$ cat config.mk
export PLATFORM = sky130hd
export DESIGN_NAME = rx_unstuff_shifter
export DESIGN_NICKNAME = d
export VERILOG_FILES = /design/src/rtl/rx_pkg.sv /design/src/rtl/rx_stuff_counter.sv /design/src/rtl/rx_unstuff_shifter.sv
export SDC_FILE = /design/constraint.sdc
export NUM_CORES = 1
export LEC_CHECK = 0
export CORE_UTILIZATION = 59
export CTS_BUF_LIST = sky130_fd_sc_hd__clkbuf_8
export DETAILED_ROUTE_END_ITERATION = 10
export MAX_ROUTING_LAYER = met4
export PLACE_DENSITY = 0.86
export SLEW_MARGIN = 15
export SYNTH_ARGS = -nofsm -noshare
export SYNTH_HDL_FRONTEND = slang
export SYNTH_SLANG_ARGS = --single-unit
$ cat constraint.sdc
create_clock -name clk -period 2.8 [get_ports clk]
set_input_delay 0.28 -clock clk [delete_from_list [all_inputs] [get_ports clk]]
set_output_delay 0.28 -clock clk [all_outputs]
set_load 0.02 [all_outputs]
$ cat src/rtl/rx_pkg.sv
// Shared constants and types for the USB receive path: NRZI decoder,
// unstuffer/shifter, RX FIFO and RX controller.
package rx_pkg;

    localparam int BYTE_W    = 8;
    localparam int STUFF_LEN = 6;

    typedef logic [BYTE_W-1:0] rx_byte_t;

endpackage

$ cat src/rtl/rx_stuff_counter.sv
// Tracks the run of consecutive accepted 1s and marks the slot that must
// carry a stuffed 0.
module rx_stuff_counter #(
    parameter int STUFF_LEN = rx_pkg::STUFF_LEN
) (
    input  logic clk,
    input  logic rst,
    input  logic shift_enable,
    input  logic d_orig,
    input  logic flush,
    output logic is_stuff_slot,
    output logic stuff_violation
);

    localparam int OW = $clog2(STUFF_LEN + 1);
    localparam logic [OW-1:0] SLOT = OW'(STUFF_LEN);

    logic [OW-1:0] ones_cnt_reg;
    logic [OW-1:0] ones_cnt_next;

    assign is_stuff_slot   = (ones_cnt_reg == SLOT);
    assign stuff_violation = is_stuff_slot && d_orig;

    // The run deliberately carries across byte boundaries; only the stuff
    // slot itself, a 0, clear or EOP break it.
    always_comb begin
        ones_cnt_next = ones_cnt_reg;
        if (flush) begin
            ones_cnt_next = '0;
        end else if (shift_enable) begin
            if (is_stuff_slot || !d_orig) begin
                ones_cnt_next = '0;
            end else begin
                ones_cnt_next = ones_cnt_reg + OW'(1);
            end
        end
    end

    always_ff @(posedge clk or posedge rst) begin
        if (rst) begin
            ones_cnt_reg <= '0;
        end else begin
            ones_cnt_reg <= ones_cnt_next;
        end
    end

endmodule

$ cat src/rtl/rx_unstuff_shifter.sv
// Removes stuffed bits from the decoded USB bit stream and assembles LSB-first
// bytes, flagging stuff violations and EOPs that cut a byte short.
module rx_unstuff_shifter #(
    parameter int BYTE_W    = rx_pkg::BYTE_W,
    parameter int STUFF_LEN = rx_pkg::STUFF_LEN
) (
    input  logic              clk,
    input  logic              rst,
    input  logic              d_orig,
    input  logic              shift_enable,
    input  logic              eop,
    input  logic              clear,
    output logic [BYTE_W-1:0] rx_byte,
    output logic              byte_valid,
    output logic              stuff_err,
    output logic              align_err
);

    localparam int CW = $clog2(BYTE_W);
    localparam logic [CW-1:0] LAST_BIT = CW'(BYTE_W - 1);

    logic [BYTE_W-1:0] shreg_reg;
    logic [CW-1:0]     bit_cnt_reg;
    logic              eop_q_reg;
    logic              is_stuff_slot;
    logic              stuff_violation;
    logic [BYTE_W-1:0] shifted;

    assign shifted = {d_orig, shreg_reg[BYTE_W-1:1]};

    rx_stuff_counter #(
        .STUFF_LEN (STUFF_LEN)
    ) u_stuff_counter (
        .clk             (clk),
        .rst             (rst),
        .shift_enable    (shift_enable),
        .d_orig          (d_orig),
        .flush           (clear || eop),
        .is_stuff_slot   (is_stuff_slot),
        .stuff_violation (stuff_violation)
    );

    always_ff @(posedge clk or posedge rst) begin
        if (rst) begin
            shreg_reg   <= '0;
            bit_cnt_reg <= '0;
            eop_q_reg   <= 1'b0;
            rx_byte     <= '0;
            byte_valid  <= 1'b0;
            stuff_err   <= 1'b0;
            align_err   <= 1'b0;
        end else begin
            byte_valid <= 1'b0;
            stuff_err  <= 1'b0;
            align_err  <= 1'b0;
            eop_q_reg  <= eop;
            if (clear) begin
                shreg_reg   <= '0;
                bit_cnt_reg <= '0;
            end else if (eop) begin
                // Only the first EOP cycle may report a partial byte.
                align_err   <= !eop_q_reg && (bit_cnt_reg != '0);
                bit_cnt_reg <= '0;
            end else if (shift_enable) begin
                if (is_stuff_slot) begin
                    stuff_err <= stuff_violation;
                end else begin
                    shreg_reg <= shifted;
                    if (bit_cnt_reg == LAST_BIT) begin
                        bit_cnt_reg <= '0;
                        rx_byte     <= shifted;
                        byte_valid  <= 1'b1;
                    end else begin
                        bit_cnt_reg <= bit_cnt_reg + CW'(1);
                    end
                end
            end
        end
    end

endmodule
==> impl_metrics.json <==
{
  "fill_cells": 108,
  "placed_area_um2": 1290,
  "vias": 667,
  "synth_compound_area_frac": 0.0346,
  "dp_cells": 126,
  "tritoncts": "yes",
  "overflow": 0,
  "tightest_slew_ps": 916,
  "initial_core_util": 0.642,
  "cp-end-kind": "flop",
  "start_kind": "flop",
  "fin_util": 0.767,
  "status": "finished, final reports clean",
  "yosysUniqueCellTypes": 23,
  "dieHeight_um": 45.6,
  "final_cell_mix": "dfrtp_1 (25), clkdlybuf4s50_1 (16), mux2i_1 (10), nand2b_1 (8), mux2_2 (8)",
  "synthAdderAreaFrac": 0.0558,
  "multi_input_area_um2": 454,
  "wl_per_cell_um": 13.0,
  "worstSetupPathType": "reg -> reg",
  "dieArea_um2": 2080,
  "clockRootBuffer": "clkbuf_8",
  "synthSimpleGateAreaFrac": 0.145,
  "skew_ps": 4.50,
  "clkTransAtPathRegs_ps": 80,
  "regToRegStartpoint": "u_stuff_counter.ones_cnt_reg[0]$_DFFE_PP0P_",
  "grt_pass1_wl_um": 2810,
  "syn_nets": 99,
  "core_area_um2": 1750,
  "critPathRequiredTime_ps": 2980,
  "powerDensity_nw_per_um2": 453,
  "cts_resized": 0,
  "cts_setup_buffers": 0,
  "final_common_cell": "dfrtp_1",
  "ir_worst_vdd_mv": 0.298,
  "cts_hold_buf": 0,
  "clockBufferDepth": 2,
  "insertion_delay_ps": 260,
  "syn_area_per_cell_um2": 12.7,
  "numCtsBuffers": 3,
  "yosysWarnings": 0,
  "r2r_setup_slack_ps": 1180,
  "finalSetupViolCount": 0,
  "r2r_cells": 5,
  "synth-xor-area-share": 0,
  "dp_slack_ps": 1030,
  "stdcell_area_um2": 1340,
  "synthMuxAreaShare": 0.170,
  "largest_reg_flops": 8,
  "crit_arrival_ps": 1800,
  "cap_viol_max_count": 0,
  "diodes": 0,
  "syn_inst": 88,
  "layout.nets": 117,
  "grt_max_degree": 26,
  "cp_max_fo": 7,
  "seq_area_frac_synth": 0.558,
  "clkSinkCount": 25,
  "synth_top_family_by_area": "multiplexers",
  "drtPass1Iterations": 2,
  "syn_to_final_growth_pct": 19.4,
  "fin_crit_ps": 1620,
  "dpl.hpwl_um": 1250,
  "drv_slew": 0,
  "place.gp.congestion": 0.699,
  "fp.dieW_um": 45.6,
  "setup_tns_ps": 0,
  "ant_nets": 0,
  "drive_above_1_share": 0.143,
  "drtIter0Drc": 6,
  "fin_cells": 130,
  "power_mw": 0.606,
  "io_buffers": 16,
  "leakage_nw": 0.640,
  "cts-htree-levels": 1,
  "rr_endpoint": "shreg_reg[7]$_DFFE_PP0P_",
  "fmax_mhz": 617,
  "netlist_area_um2": 1120,
  "io-pin-count": 17,
  "regArea_um2": 626,
  "maxSlewHeadroom": 0.389,
  "crit_start": "u_stuff_counter.ones_cnt_reg[0]$_DFFE_PP0P_",
  "worst_slack_ps": 1180,
  "row_count": 15,
  "hold_violations": 0,
  "grt_usage": 0.201,
  "timing.hold.ws_ps": 416,
  "grt_setup_unrepaired": "no",
  "antenna_found_initial": 0,
  "min_path_type": "reg -> reg",
  "vias_per_cell": 5.13,
  "ys_ff_latch": 25,
  "routed_wl_um": 1690,
  "period_share": 0.579,
  "grt_pass1_vias": 694,
  "crit_end": "shreg_reg[7]$_DFFE_PP0P_",
  "remaining_drc_errors": 0
}
[cells in the mapped netlist (all sizes together)]
master	n	area share
dfrtp	25	0.56
inv	6	0.020
nand4	1	0.0056
nand2b	8	0.045
nand4b	1	0.0078
clkbuf	2	0.0067
nor3b	1	0.0067
nand3	2	0.020
buf	1	0.010
ha	5	0.056
o21ai	1	0.0045
a21boi	1	0.017
or2	1	0.0056
mux2i	10	0.089
nor2	6	0.020
nand3b	1	0.0067
a21oi	3	0.013
nor2b	1	0.0056
nand2	2	0.0067
and2b	1	0.0078
nor4b	1	0.0078
mux2	8	0.080
[layer usage]
| metal | vias to the layer above | track usage | wire length (um) |
|---|---|---|---|
| met4 | 0 | 0.0727 | 10 |
| met5 | - | - | 0 |
| li1 | 328 | - | - |
| met1 | 331 | 0.211 | 741 |
| met2 | 6 | 0.369 | 916 |
| met3 | 2 | 0.0357 | 23 |
[kinds of logic (layout without fill, tap and decap cells)]
| kind of cell | after synthesis | in the layout |
|---|---|---|
| AO/OA/AOI/OAI | 5 | 5 |
| adder cells (fa/ha/maj) | 5 | 5 |
| buffers and inverters | 9 | 26 |
| flip-flops | 25 | 25 |
| multiplexers | 18 | 18 |
| AND/OR/NAND/NOR | 26 | 26 |
[worst max-delay path, cell delays in order, from the launching register on]
cell,delay (ps)
dfrtp_1,370
inv_1,70
ha_1,250
a21boi_4,310
and2b_2,320
mux2i_1,220
[where the power goes]
part	switching, mW	internal (mW)	leakage, nW
registers	0.00201	0.364	0.346
logic	0.0225	0.0178	0.267
clock network	0.102	0.0977	0.0269
[layout make-up]
class                           count  share of cell area
Clock buffer                        3              0.0308
Multi-Input combinational cell     54               0.339
Tap cell                           25              0.0234
Sequential cell                    25               0.467
Timing Repair Buffer               16               0.120
Inverter                            6              0.0168
Clock inverter                      1             0.00280
[how the worst min path moves through the flow]
stage                        startpoint                  end  slack, ps  cells past startpoint
finish              eop_q_reg$_DFF_PP0_  align_err$_DFF_PP0_        420                      1
global route        eop_q_reg$_DFF_PP0_  align_err$_DFF_PP0_        440                      1
CTS                 eop_q_reg$_DFF_PP0_  align_err$_DFF_PP0_        420                      1
detailed placement  eop_q_reg$_DFF_PP0_  align_err$_DFF_PP0_        420                      1
global placement    eop_q_reg$_DFF_PP0_  align_err$_DFF_PP0_        390                      1
floorplan                           rst  align_err$_DFF_PP0_        310                      1
Power figures use the tool's default switching activity.
